===== src/rtl/power_window_monitor.sv =====
// rtl/power_window_monitor.sv - pipelined masked power total, window average, peak, energy and alarm
//
// Ports:
//   clk, rst          clock and asynchronous active-high reset
//   monitor_en        accepts new samples when high
//   clear_stats       synchronous clear of all statistics and in-flight samples
//   sample_valid      domain_power carries a sample this cycle
//   domain_power      flat per-domain power, domain d at [d*PWR_W +: PWR_W]
//   domain_mask       1 = domain contributes to the total
//   limit_hi/lo       alarm assert / deassert thresholds
//   total_power       last accepted masked total
//   avg_power         sliding-window average (0 until the window is full)
//   peak_power        largest total since clear
//   energy_acc        saturating sum of totals
//   window_full       window holds 2^WIN_LOG2 samples
//   over_limit        alarm state
//   alarm_pulse       one-cycle pulse on entry to the alarm state

module power_window_monitor #(
    parameter int NUM_DOMAINS = 8,
    parameter int PWR_W       = 16,
    parameter int WIN_LOG2    = 4,
    parameter int ENERGY_W    = 40,
    localparam int TOT_W      = PWR_W + $clog2(NUM_DOMAINS),
    localparam int SUM_W      = TOT_W + WIN_LOG2
) (
    input  logic                         clk,
    input  logic                         rst,
    input  logic                         monitor_en,
    input  logic                         clear_stats,
    input  logic                         sample_valid,
    input  logic [NUM_DOMAINS*PWR_W-1:0] domain_power,
    input  logic [NUM_DOMAINS-1:0]       domain_mask,
    input  logic [TOT_W-1:0]             limit_hi,
    input  logic [TOT_W-1:0]             limit_lo,
    output logic [TOT_W-1:0]             total_power,
    output logic [TOT_W-1:0]             avg_power,
    output logic [TOT_W-1:0]             peak_power,
    output logic [ENERGY_W-1:0]          energy_acc,
    output logic                         window_full,
    output logic                         over_limit,
    output logic                         alarm_pulse
);

    localparam int DEPTH = 1 << WIN_LOG2;
    localparam logic [WIN_LOG2:0] DEPTH_CNT = {1'b1, {WIN_LOG2{1'b0}}};

    typedef enum logic {
        ST_NORMAL,
        ST_OVER
    } alarm_state_t;

    // Stage 1 state
    logic                   s1_valid;
    logic [TOT_W-1:0]       masked_sum;
    logic                   accept;

    // Stage 2 state
    logic [TOT_W-1:0]       win_buf [DEPTH];
    logic [WIN_LOG2-1:0]    wr_ptr;
    logic [WIN_LOG2:0]      count;
    logic [SUM_W-1:0]       running_sum;
    logic [SUM_W-1:0]       sum_next;
    logic [TOT_W-1:0]       evicted;
    logic [WIN_LOG2:0]      count_next;
    logic [ENERGY_W:0]      energy_add;

    // Stage 3 state
    alarm_state_t           state;

    assign accept = sample_valid && monitor_en && !clear_stats;

    always_comb begin
        masked_sum = '0;
        for (int d = 0; d < NUM_DOMAINS; d++) begin
            if (domain_mask[d]) begin
                masked_sum = masked_sum + TOT_W'(domain_power[d*PWR_W +: PWR_W]);
            end
        end
    end

    // Stage 1: register the masked total
    always_ff @(posedge clk or posedge rst) begin
        if (rst) begin
            total_power <= '0;
            s1_valid    <= 1'b0;
        end else if (clear_stats) begin
            total_power <= '0;
            s1_valid    <= 1'b0;
        end else begin
            s1_valid <= accept;
            if (accept) begin
                total_power <= masked_sum;
            end
        end
    end

    assign window_full = (count == DEPTH_CNT);

    // Once full, the slot under wr_ptr holds the oldest sample, so it leaves
    // the running sum in the same update that the new sample enters it.
    always_comb begin
        evicted    = window_full ? win_buf[wr_ptr] : '0;
        sum_next   = running_sum + SUM_W'(total_power) - SUM_W'(evicted);
        count_next = window_full ? count : count + (WIN_LOG2+1)'(1);
        energy_add = {1'b0, energy_acc} + (ENERGY_W+1)'(total_power);
    end

    // Buffer contents are never cleared; count keeps stale entries out of the sum.
    always_ff @(posedge clk) begin
        if (s1_valid && !clear_stats) begin
            win_buf[wr_ptr] <= total_power;
        end
    end

    // Stage 2: window, peak and energy statistics
    always_ff @(posedge clk or posedge rst) begin
        if (rst) begin
            wr_ptr      <= '0;
            count       <= '0;
            running_sum <= '0;
            avg_power   <= '0;
            peak_power  <= '0;
            energy_acc  <= '0;
        end else if (clear_stats) begin
            wr_ptr      <= '0;
            count       <= '0;
            running_sum <= '0;
            avg_power   <= '0;
            peak_power  <= '0;
            energy_acc  <= '0;
        end else if (s1_valid) begin
            wr_ptr      <= wr_ptr + WIN_LOG2'(1);
            count       <= count_next;
            running_sum <= sum_next;
            avg_power   <= (count_next == DEPTH_CNT) ? sum_next[SUM_W-1:WIN_LOG2] : '0;
            if (total_power > peak_power) begin
                peak_power <= total_power;
            end
            // A carry out of the top bit means the sum passed the maximum.
            energy_acc  <= energy_add[ENERGY_W] ? '1 : energy_add[ENERGY_W-1:0];
        end
    end

    // Stage 3: hysteresis alarm on the registered average
    always_ff @(posedge clk or posedge rst) begin
        if (rst) begin
            state       <= ST_NORMAL;
            over_limit  <= 1'b0;
            alarm_pulse <= 1'b0;
        end else if (clear_stats) begin
            state       <= ST_NORMAL;
            over_limit  <= 1'b0;
            alarm_pulse <= 1'b0;
        end else begin
            alarm_pulse <= 1'b0;
            case (state)
                ST_NORMAL: begin
                    if (window_full && (avg_power > limit_hi)) begin
                        state       <= ST_OVER;
                        over_limit  <= 1'b1;
                        alarm_pulse <= 1'b1;
                    end
                end
                ST_OVER: begin
                    if (avg_power < limit_lo) begin
                        state      <= ST_NORMAL;
                        over_limit <= 1'b0;
                    end
                end
                default: begin
                    state      <= ST_NORMAL;
                    over_limit <= 1'b0;
                end
            endcase
        end
    end

endmodule


===== config.mk =====
export PLATFORM = sky130hd
export DESIGN_NAME = power_window_monitor
export DESIGN_NICKNAME = d
export VERILOG_FILES = /design/src/rtl/power_window_monitor.sv
export SDC_FILE = /design/constraint.sdc
export NUM_CORES = 1
export LEC_CHECK = 0
export ABC_AREA = 1
export BUFFER_PORTS_ARGS = -buffer_cell sky130_fd_sc_hd__buf_2
export CAP_MARGIN = 25
export CORE_MARGIN = 2
export CORE_UTILIZATION = 40
export DETAILED_ROUTE_END_ITERATION = 10
export GPL_ROUTABILITY_DRIVEN = 0
export PLACE_DENSITY = 0.58
export RECOVER_POWER = 100
export SLEW_MARGIN = 20
export SYNTH_ARGS = -nofsm -noshare
export SYNTH_HDL_FRONTEND = slang
export SYNTH_SLANG_ARGS = --single-unit

===== constraint.sdc =====
create_clock -name clk -period 12.4 [get_ports clk]
set_input_delay 1.24 -clock clk [delete_from_list [all_inputs] [get_ports clk]]
set_output_delay 1.24 -clock clk [all_outputs]
set_load 0.01 [all_outputs]

# Word level (Yosys, flattened, before mapping)
# Memory sizes are Yosys's and may differ from the RTL's.
# Cells that the tools add are included.
# classes
n_addsub	12
multipliers	0
div	0
n_lt_le_gt_ge	3
eq_ne	4
shift	0
muxes	40
n_bitwise	1
reduce_logical	10
# ops
cell	n
2-to-1 mux 19 bit	16
adder 19 x 16 -> 19 bit	7
2-to-1 mux 40 bit	3
2-to-1 mux 23 bit	2
adder 40 x 19 -> 41 bit	1
greater-than comparator 19 bit	2
adder 23 x 19 -> 23 bit	1
subtractor 23 x 19 -> 23 bit	1
less-than comparator 19 bit	1
2-to-1 mux 16 bit	1
2-to-1 mux 5 bit	3
2-to-1 mux 1 bit	11
== test 5 bit, second input constant	2
2-to-1 mux 4 bit	2
nonzero test 2 bit	3
adder 5 x 1 -> 5 bit, second input constant	1
adder 4 x 1 -> 4 bit, second input constant	1
logical AND 1 bit	4
one-hot mux 1 bit (2 select lines)	2
AND reduction 2 bit	2
inequality test 3 x 2 -> 1 bit, second input constant	1
inequality test 3 bit, second input constant	1
logical NOT 1 bit	1
inverter 1 bit	1
# totals
reg_bits	133
latchBits	0
mem_bits_rw	304
romBits	0
input_bits	179
elab_cells	82
n_memories	1
# mem_list
memory	depth	width	read_ports	rd_clocked_by_memory_dff	wr	line_no	rtl
win_buf	16	19	1	0	1	59	logic [TOT_W-1:0] win_buf [DEPTH];

# Depth between registers and ports, before layout
# Gate-level depths: netlist (run 1).
# depth
depth_word	17
mapped_depth	69
mapped_depth_nobuf	67

# Least setup slack after synthesis (run 1)
# Ideal clock, no wire load.
# synth_path
kind	input-to-reg
from	input domain_mask[0]
to	register total_power[18]
setup_time_ns	0.117
arrival_ns	9.864
required_ns	12.283
path_slack_ns	2.419
cell_stages	67
n_path_buf	2
path_cell_list	buf_6 clkbuf_1 nand2_1 inv_1 ha_1 fa_1 inv_1 nor2_1 nand2_1 nand2_2 nand2_1 nand2_1 xnor2_1 nand2_1 o21ai_2 ha_1 nand2_1 inv_1 (+31 left out) nor2_1 a221o_1 or2_2 nand3_1 nand2_1 ha_1 nand2_1 nor2_1 nand2_1 o211a_1 a21oi_1 nand3_1 inv_1 nand2_2 inv_1 nand2_1 nand3_1 nand2_1
# synth_via
elab_chain_len	17
# synth_rtl
item	line_no	rtl
start, declared	33	input logic [NUM_DOMAINS-1:0] domain_mask,
2-to-1 mux 16 bit *	76	if (domain_mask[d]) begin
adder 19 x 16 -> 19 bit	77	masked_sum = masked_sum + TOT_W'(domain_power[d*PWR_W +: PWR_W]);
2-to-1 mux 19 bit *	76	
adder 19 x 16 -> 19 bit	77	
2-to-1 mux 19 bit *	76	
adder 19 x 16 -> 19 bit	77	
2-to-1 mux 19 bit *	76	
adder 19 x 16 -> 19 bit	77	
2-to-1 mux 19 bit *	76	
adder 19 x 16 -> 19 bit	77	
2-to-1 mux 19 bit *	76	
adder 19 x 16 -> 19 bit	77	
2-to-1 mux 19 bit *	76	
adder 19 x 16 -> 19 bit	77	
2-to-1 mux 19 bit *	76	
2-to-1 mux 19 bit *	92	if (accept) begin
2-to-1 mux 19 bit *	87	end else if (clear_stats) begin
end signal, assigned	93	total_power <= masked_sum;
end, declared	36	output logic [TOT_W-1:0] total_power,
# Every way passes the cells marked *; elsewhere a longest branch is shown, timed or not. The select of a mux whose other input is x is not followed.
# A chain may end at the register's enable or synchronous reset.

# Worst setup path after layout (run 1)
# Same ends and word-level chain as after synthesis.

==> results.md, run 1 <==
* Status: complete, but fails checks
* Failing checks: capacitance limit, slew limit
* Worst-case clock buffer depth at 3
* First-pass GRT wire length at 132000 um
* Fin nets at 4038
* Synthesized net count at 3772
* Yosys reg bits at 437
* Footprint of the multi-input gates at 0.0139 mm^2
* Post-Syn Instances at 3344
* Hold path depth at 2
* Seq/Total Area, Yosys at 44.1%
* Slowest library cell on the worst path: buf_2
* Reg area at 0.0125 mm^2
* H-tree depth at 2
* Die extent in y at 270 um
* Worst Max-Slew Pin Slew at 3730 ps
* CP endpoint kind: register
* Core Region at 0.0700 mm^2
* Initial antenna violation count at 5
* Fraction of layout cells with a size suffix above 1 at 9.48%
* CTS buffer count at 48
* Grt total ovfl at 0
* Critical path fanouts, max at 23
* Slew Viols, Final at 444
* Post-synth ARST share at 30.4%
* RSZ-0062 raised after global routing: false
* Cell family with most CP delay: simple AND/OR/NAND/NOR gates
* Worst VDD drop at 98.3 uV
* Core Rows at 97
* Postcts setup bufs at 0
* Vias at 24100
* Fin crit share at 84.4%
* Total GRT Usage at 22.9%
* CP startpoint kind: input port
* Yosys warns at 0
* Final hold vios at 0
* DRC Markers at 0
* DP Cell Count at 4498
* Vias in the first global route at 23200
* Power Total at 5.09 mW
* Max Clk Rate at 95.6 MHz
* Starting Density at 40.4%
* Slowest cell delay on critical path at 390 ps
* Cell Area, Synth at 0.0283 mm^2
* Ys flop type: edfxtp_1
* Largest net degree at the start of global routing at 89
* Leak pwr at 14.4 nW
* CTS tree: done
* Max cap viols at 11
* Final ANT Viol Nets at 0
* Clock Sinks at 437
* Slew HR at -149%
* Class of the worst hold path: reg -> reg
* Layout fillers at 7068
* Finish-stage setup viols at 0
* First-pass iteration count of the detailed router at 6
* Vias/cell at 5.25
* # IOs at 279
* Worst-Skew Late Latency at 610 ps
* Die Wd at 270 um
* Buf/Inv on CP at 9
* PD cells at 158 mW/mm^2
* 1st-iter DRT viols at 1818
* Drt total wl at 84300 um
* Fin cells at 4594
* Root Buffer: clkbuf_16
* DIE AREA at 0.0728 mm^2
* Number of buffers inserted by hold repair at cts at 0
* Critical path depth in cells at 66
* Clock skew at 29.1 ps
* Setup Total Neg Slack at 0 ps
* EDFF count, synth at 304
* Unique masters post-synth at 55
* Number of port buffers at 278
* Crit path DAT at 10960 ps
* WL per Instance at 18.4 um
* Post-route minimum period at 10460 ps
* Clock-pin slew on the worst setup and hold paths at 60 ps
* Post-CTS sizing at 0
* Layout overhead on the synthesized area at 13.9%
* Mean area per synthesized cell at 8.46 um^2
* HPWL Detailed at 60500 um
* WS Path Type: in -> reg
* Crit path required time at 12900 ps
* CP dominant cell by count: nand2_1
* Worst R2R Path Depth at 20
-- path summary, 6_finish.rpt --
kind                                 start         endpoint  slack [ps]
hold reg to reg            running_sum[22]  running_sum[22]         520
min in group asynchronous              rst   energy_acc[37]        1700
hold / removal             running_sum[22]  running_sum[22]         520
setup reg to reg                 wr_ptr[1]  running_sum[19]        3930
max in group asynchronous              rst        wr_ptr[0]        6160
setup / recovery            domain_mask[0]  total_power[18]        1940
-- power breakdown --
part           switching, mW  internal (mW)
Sequential            0.0423           1.64
Combinational           1.22          0.692
Clock                  0.613          0.890
-- layout make-up --
class                      count  area share [%]
sequential                   437            38.7
inverter                     398            4.65
timing repair buffer         322            4.54
clock inverter                30            1.21
clock buffer                  60            3.99
multi-input combinational   2403            43.2
antenna                        4          0.0311
tap                          940            3.65
-- flip-flops by register name, indices dropped and copies added, names as in the netlist --
name,count
alarm_pulse,1
avg_power,19
count,5
energy_acc,40
over_limit,1
peak_power,19
running_sum,23
s1_valid,1
state,1
total_power,19
win_buf,304
wr_ptr,4
-- through the flow --
step           setup WS [ps]  hold slack [ps]  util [%]  area [um^2]
2_1_floorplan           2420              470         -        28300
3_3_place_gp            1640              487      44.0        30800
3_5_place_dp            1440              496      44.0        30800
4_1_cts                 2020              514      46.4        32500
5_1_grt                  782              546      46.0        32200
6_report                1940              516      46.0        32200
-- metal layers --
metal / up-vias / global-route usage [%] / part of all wire, %
met2: 669 / 37.7 / 46
li1: 12000 / - / -
met3: 98 / 3.57 / 7.0
met5: - / 0 / 0
met4: 0 / 5.39 / 2.0
met1: 11400 / 31.7 / 45
-- worst min-delay path, stage by stage, from the launching register on --
cell	delay (ps)
dfrtp_1	360
nand2_1	60
nand2_1	60
-- placed cells by master, fill, tap and decap left out, types with 63 or more instances in the layout --
cell,Yosys,layout
nand2_1,703,704
inv_1,390,387
o21ai_0,364,379
edfxtp_1,304,304
nor2_1,285,278
ha_1,222,222
a21oi_1,207,207
buf_2,2,177
clkbuf_1,95,144
dfrtp_1,133,132
nand3_1,125,125
o22ai_1,104,104
xor2_1,63,63
-- synth_stat cells (3+ instances only) --
master / n / share of area (%)
inv_2: 7 / 0.093
nor3_1: 19 / 0.34
a21o_1: 8 / 0.21
a21boi_0: 7 / 0.19
nand3b_1: 7 / 0.19
a211oi_1: 6 / 0.16
nand4_1: 30 / 0.66
buf_1: 8 / 0.11
o21ai_1: 23 / 0.41
xnor2_1: 35 / 1.1
fa_1: 27 / 1.9
nand2_1: 703 / 9.3
nor4_1: 9 / 0.20
a31oi_1: 19 / 0.42
o22ai_1: 104 / 2.3
or2_2: 24 / 0.53
o221ai_1: 6 / 0.19
o21ai_0: 364 / 6.4
and2_1: 13 / 0.29
dfrtp_1: 133 / 12
o21ai_2: 8 / 0.25
a41oi_1: 20 / 0.62
a21oi_1: 207 / 3.7
o21bai_1: 10 / 0.27
nand3_2: 10 / 0.35
nand2_4: 5 / 0.20
inv_1: 390 / 5.2
nor2_1: 285 / 3.8
clkbuf_1: 95 / 1.3
o31ai_1: 3 / 0.080
xor2_1: 63 / 2.0
nand3_1: 125 / 2.2
nand2_2: 15 / 0.33
o21a_1: 4 / 0.11
edfxtp_1: 304 / 32
ha_1: 222 / 9.8
a221oi_1: 4 / 0.12
-- cells by family (layout without fill, tap and decap cells) --
logic type,Yosys count,after routing,synth area share (%)
adders and majority gates,249,249,11.7
buffers and inverters,504,810,6.73
and+or+nand+nor,1252,1252,18.7
DFF,437,437,44.1
other,0,4,0
AOI/OAI and AO/OA,804,804,15.8
xor gates and xnor gates,98,98,3.04
(Power assumes the default switching activity.)
==> run 2, diff against run 1 <==
==> constraint.sdc (replaced) <==
create_clock -name clk -period 10.2 [get_ports clk]
set_input_delay 1.02 -clock clk [delete_from_list [all_inputs] [get_ports clk]]
set_output_delay 1.02 -clock clk [all_outputs]
set_load 0.01 [all_outputs]
==> run 2 against run 1 <==
- clock skew is 13 ps lower
- utilization is 0.12 points higher
- count of clock-buffer cells in the layout is 7 higher
- the run still ends with capacitance limit, slew limit left
- cell count is 0.35% higher
- largest power group unchanged
- cell area is 0.26% higher
==> results.md, run 2 (synthesis gave the netlist of run 1 again) <==
* CP endpoint: total_power[18]
* Fin nets at 4053 (+0.37%)
* Worst VDD drop at 166 uV (+69%)
* Fraction of layout cells with a size suffix above 1 at 9.85% (+0.37 points)
* CTS buffer count at 48 (unchanged)
* Worst R2R Path Depth at 20 (unchanged)
* Drt total wl at 85500 um (+1.5%)
* Worst Max-Slew Pin Slew at 3680 ps (-53.6 ps)
* Total GRT Usage at 23.0% (+0.080 points)
* Crit path DAT at 9870 ps (-1090 ps)
* Clock Sinks at 437 (unchanged)
* Vias in the first global route at 23400 (+1.2%)
* Worst-case clock buffer depth at 3 (unchanged)
* Vias/cell at 5.27 (+0.33%)
* Worst-Skew Late Latency at 600 ps (about the same)
* Leak pwr at 14.4 nW (+0.30%)
* Final WS setup at 810 ps (-1130 ps)
* Largest regs: win_buf x304, energy_acc x40, running_sum x23
* Power Total at 6.15 mW (+21%)
* CTS tree: done
* Initial antenna violation count at 7 (+2)
* Int Pwr at 3.86 mW (+20%)
* CP startpoint kind: input port
* Commonest non-fill, non-tap cell in the layout: nand2_1
* Failing checks: capacitance limit, slew limit
* Layout overhead on the synthesized area at 14.2%
* Post-place setup slack at -68.7 ps (-1510 ps)
* Seq pwr share at 33.1% (+0.2 points)
* Flip-flop count of the largest register after layout at 304 (unchanged)
* Max cap viols at 11 (unchanged)
* Die extent in y at 270 um (unchanged)
* RSZ-0062 raised after global routing: false
* Class of the worst hold path: reg -> reg
* 1st-iter DRT viols at 1628 (-10%)
* Clock skew at 16.4 ps (-12.7 ps)
* Slew HR at -145% (+3.6 points)
* Die Wd at 270 um (unchanged)
* CP dominant cell by count: nand2_1
* Worst R2R End: running_sum[19]
* Post-route minimum period at 9390 ps
* Logic gate share of total power at 38.8% (+1.3 points)
* WS Path Type: in -> reg
* H-tree depth at 2 (unchanged)
* First-pass GRT wire length at 132000 um (about the same)
* Final ANT Viol Nets at 0 (unchanged)
* Final hold vios at 0 (unchanged)
* Core Region at 0.0700 mm^2 (unchanged)
* DRC Markers at 0 (unchanged)
* Vias at 24300 (+0.68%)
* Largest reg by FF count: win_buf
* DIE AREA at 0.0728 mm^2 (unchanged)
* Reg2reg setup slack at 1710 ps (-2220 ps)
* Fin cells at 4610 (+0.35%)
* Status: complete, but fails checks
* Fin crit share at 92.1%
* DP Cell Count at 4512 (+0.31%)
* Largest net degree at the start of global routing at 105 (+18%)
* CP endpoint kind: register
* Switching Share at 37.2% (+0.37 points)
* HPWL Detailed at 61700 um (+1.9%)
* Core Rows at 97 (unchanged)
* Slew Viols, Final at 443 (-0.23%)
* PD cells at 190 mW/mm^2 (+20%)
* Critical path startpoint: domain_mask[0]
* Postcts setup bufs at 0 (unchanged)
* Psw at 2.29 mW (+22%)
* Finish-stage setup viols at 0 (unchanged)
* Slowest cell delay on critical path at 510 ps (+120 ps)
* Slowest library cell on the worst path: fa_1
* First-pass iteration count of the detailed router at 7 (+1)
* Most frequent cells in the layout: nand2_1 (703), inv_1 (387), o21ai_0 (366), edfxtp_1 (304), nor2_1 (278)
* Buf/Inv on CP at 8 (-1)
* Grt total ovfl at 0 (unchanged)
* Critical path depth in cells at 56 (-15%)
* Reg2Reg Launch Point: wr_ptr[1]
* Number of port buffers at 278 (unchanged)
* Clock-pin slew on the worst setup and hold paths at 60 ps (about the same)
* # IOs at 279 (unchanged)
* Crit path required time at 10680 ps (-2220 ps)
* WL per Instance at 18.6 um (+1.1%)
* Cell family with most CP delay: simple AND/OR/NAND/NOR gates
* Clock Power Share at 28.1% (-1.4 points)
* Root Buffer: clkbuf_16
* Critical path fanouts, max at 5 (-78%)
* Final core occ at 46.1% (+0.12 points)
* Starting Density at 40.4% (unchanged)
* Max Clk Rate at 106 MHz
==> run 2: per-stage QoR <==
stage / setup TNS [ps] / hold slack, ps / instance area, um^2
finish: 0 / 516 / 32300
CTS: 0 / 515 / 32500
floorplan: 0 / 470 / 28300
detailed placement: -68.7 / 498 / 30900
global route: 0 / 546 / 32300
global placement: 0 / 488 / 30900
==> run 2: how the worst min path moves through the flow <==
| stage | from | endpoint | slack, ps | cells past startpoint |
|---|---|---|---|---|
| 4_1_cts | running_sum[22] | running_sum[22] | 520 | 2 |
| 3_5_place_dp | over_limit | over_limit | 500 | 2 |
| 3_3_place_gp | over_limit | over_limit | 490 | 2 |
| 5_1_grt | over_limit | over_limit | 550 | 2 |
| 2_1_floorplan | running_sum[22] | running_sum[22] | 470 | 2 |
| 6_report | running_sum[22] | running_sum[22] | 520 | 2 |
==> run 2: cell type report <==
cell class,instances,area (um^2)
clock buffers,67,1350
inverters,398,1500
flip-flops and latches,437,12500
clock inverters,22,211
fillers,6982,37700
multi-input cells,2403,14000
diodes,6,15.0
well taps,940,1180
repair buffers,337,1600
==> run 2: tightest hold or removal path, delay by kind of cell, from the launching register on <==
kind / cells / cell delay [ps]
DFF: 1 / 360
and+or+nand+nor: 2 / 120
==> run 2: power by group through the flow <==
| stage | clock, mW | combinational, mW | sequential, mW |
|---|---|---|---|
| global route | 1.83 | 2.72 | 2.04 |
| finish | 1.73 | 2.39 | 2.03 |
| global placement | 0 | 2.33 | 2.07 |
| CTS | 1.76 | 2.36 | 2.04 |
| detailed placement | 0 | 2.34 | 2.07 |
| floorplan | 0 | 1.71 | 2.08 |
==> run 2: what timing repair did <==
item	4_1_cts	5_1_grt
hold buffers	0	0
gates resized for setup	0	21
setup endpoints to repair	0	6
==> run 2: layer usage <==
metal  vias to the layer above  global-route usage [%]  share of wire (%)
met1                     11400                    31.0                 45
met2                       705                    37.8                 46
met3                       112                    4.21                6.6
li1                      12000                       -                  -
met5                         -                   0.724              0.079
met4                         2                    6.29                2.4
==> run 3, diff against run 2 <==
--- a/config.mk
+++ b/config.mk
@@ -13,7 +13,7 @@
 export DETAILED_ROUTE_END_ITERATION = 10
 export GPL_ROUTABILITY_DRIVEN = 0
 export PLACE_DENSITY = 0.58
-export RECOVER_POWER = 100
+export RECOVER_POWER = 50
 export SLEW_MARGIN = 20
 export SYNTH_ARGS = -nofsm -noshare
 export SYNTH_HDL_FRONTEND = slang
==> run 3 against run 2 <==
- the flow still finishes with violations (capacitance limit, slew limit)
- first-iteration DRC count is 1.3% higher
- utilization is 0.26 points higher
- count of clock-buffer cells in the layout stayed put
- largest cell class unchanged
- worst hold slack worse by 6.7 ps
- sequential cell count stayed put
- cell count stayed put
- worst setup slack worse by 14 ps
- global-route usage stayed put
==> results.md, run 3 (synthesis gave the netlist of run 1 again) <==
* Status: complete, but fails checks
* Failing checks: capacitance limit, slew limit
* Grt peak-use layer: met2
* Largest regs: win_buf x304, energy_acc x40, running_sum x23
* Vias/cell at 5.27 (+0.12%)
* Clock skew at 20.8 ps (+4.44 ps)
* CP endpoint: total_power[18]
* Commonest non-fill, non-tap cell in the layout: nand2_1
* Layout overhead on the synthesized area at 14.9%
* Worst Max-Slew Pin Slew at 3590 ps (-85.5 ps)
* Die Wd at 270 um (unchanged)
* First-pass GRT wire length at 132000 um (unchanged)
* WL per Instance at 18.5 um (about the same)
* 1st-iter DRT viols at 1649 (+1.3%)
* CTS tree: done
* Final core occ at 46.4% (+0.26 points)
* Total GRT Usage at 23.0% (unchanged)
* HPWL Detailed at 61700 um (unchanged)
* Worst-Skew Late Latency at 600 ps (about the same)
* Max cap viols at 4 (-7)
* Largest net degree at the start of global routing at 105 (unchanged)
* Worst VDD drop at 166 uV (-0.18%)
* Slowest library cell on the worst path: fa_1
* Flip-flop count of the largest register after layout at 304 (unchanged)
* Clock Sinks at 437 (unchanged)
* Root Buffer: clkbuf_16
* PD cells at 189 mW/mm^2 (-0.42%)
* Worst R2R End: running_sum[19]
* Die extent in y at 270 um (unchanged)
* Reg2reg setup slack at 4270 ps (+2560 ps)
* First-pass iteration count of the detailed router at 5 (-2)
* WS Path Type: in -> reg
* GRT met3 Usage at 4.21% (unchanged)
* Worst-case clock buffer depth at 3 (unchanged)
* DRC Markers at 0 (unchanged)
* Vias at 24300 (+0.12%)
* Class of the worst hold path: reg -> reg
* Slowest cell delay on critical path at 510 ps (about the same)
* CTS buffer count at 48 (unchanged)
* Largest reg by FF count: win_buf
* Number of port buffers at 278 (unchanged)
* Slew HR at -141% (+4.4 points)
* Crit path required time at 10680 ps (about the same)
* Core Rows at 97 (unchanged)
* Power Total at 6.15 mW (+0.15%)
* CP startpoint kind: input port
* Grt met1 use at 31.0% (unchanged)
* Critical path fanouts, max at 5 (unchanged)
* Fin crit share at 92.2% (+0.14 points)
* CP dominant cell by count: nand2_1
* RSZ-0062 raised after global routing: false
* Crit path DAT at 9880 ps (about the same)
* Vias in the first global route at 23400 (unchanged)
* H-tree depth at 2 (unchanged)
* Reg2Reg Launch Point: wr_ptr[0]
* Initial antenna violation count at 7 (unchanged)
* Grt total ovfl at 0 (unchanged)
* Fin nets at 4053 (unchanged)
* Core Region at 0.0700 mm^2 (unchanged)
* Worst R2R Path Depth at 21 (+5.0%)
* Slew Viols, Final at 228 (-49%)
* Drt total wl at 85500 um (about the same)
* Finish-stage setup viols at 0 (unchanged)
* Clock-pin slew on the worst setup and hold paths at 60 ps (about the same)
* Leak pwr at 14.8 nW (+2.2%)
* Starting Density at 40.4% (unchanged)
* Final hold vios at 0 (unchanged)
* Critical path startpoint: domain_mask[0]
* DIE AREA at 0.0728 mm^2 (unchanged)
* Met2 usage at 37.8% (unchanged)
* Most frequent cells in the layout: nand2_1 (703), inv_1 (387), o21ai_0 (357), edfxtp_1 (304), nor2_1 (266)
* # IOs at 279 (unchanged)
* Final ANT Viol Nets at 0 (unchanged)
* CP endpoint kind: register
* Post-route minimum period at 9400 ps (+14.2 ps)
* Max Clk Rate at 106 MHz (-0.15%)
* Fraction of layout cells with a size suffix above 1 at 12.3% (+2.4 points)
## run 3: cell count changes in the layout (fill, tap and decap cells not counted), moves of 8 or more
cell	delta
buf_2	+53
buf_4	+21
clkbuf_1	-74
nor2_1	-12
nor2_2	+12
o21ai_0	-9
o21ai_1	+8
## run 3: how the worst min path moves through the flow
| stage | from | slack [ps] | to | cells after the start |
|---|---|---|---|---|
| global placement | over_limit | 490 | over_limit | 2 |
| floorplan | running_sum[22] | 470 | running_sum[22] | 2 |
| detailed placement | over_limit | 500 | over_limit | 2 |
| global route | over_limit | 550 | over_limit | 2 |
| CTS | running_sum[22] | 520 | running_sum[22] | 2 |
| finish | running_sum[22] | 510 | running_sum[22] | 2 |
## run 3: what timing repair did
action                                 in CTS  in global routing
gates resized for setup                     0                 21
setup buffers                               0                  0
setup endpoints to repair                   0                  6
endpoints found under the hold margin       0                  0
hold buffers                                0                  0
## run 3: worst max-delay path, delay by kind of cell
| kind | cells | cell delay (ps) |
|---|---|---|
| AOI/OAI and AO/OA | 12 | 2200 |
| xor gates and xnor gates | 3 | 460 |
| adders and majority gates | 8 | 2700 |
| buffers and inverters | 8 | 610 |
| and+or+nand+nor | 25 | 2910 |
## run 3: per-stage QoR
step | hold WS, ps | cell area (um^2) | setup TNS (ps) | worst slack, ps | instances
3_3_place_gp | 488 | 30900 | 0 | 141 | 4511
3_5_place_dp | 498 | 30900 | -68.7 | -68.7 | 4512
6_report | 509 | 32500 | 0 | 796 | 4610
4_1_cts | 515 | 32500 | 0 | 545 | 4601
2_1_floorplan | 470 | 28300 | 0 | 439 | 3344
5_1_grt | 546 | 32500 | 0 | 11.9 | 4610
## run 3: cell type report
cell class / count / area, um^2
inverter: 398 / 1500
sequential: 437 / 12500
multi-input combinational: 2403 / 14000
clock inverter: 22 / 211
clock buffer: 67 / 1350
timing repair buffer: 337 / 1740
antenna: 6 / 15.0
fill: 6919 / 37500
tap: 940 / 1180
## run 3: layer usage
metal | vias to the layer above | share of wire [%] | routed length (um)
met5 | - | 0.080 | 68
met4 | 2 | 2.5 | 2100
met3 | 113 | 6.2 | 5300
met2 | 645 | 46 | 39300
met1 | 11500 | 45 | 38700
li1 | 12000 | - | -
## run 3: report_power, final
part / switching [mW] / internal, mW
Combinational: 1.52 / 0.879
Sequential: 0.0452 / 1.99
Clock: 0.720 / 1.00
Total: 2.28 / 3.87
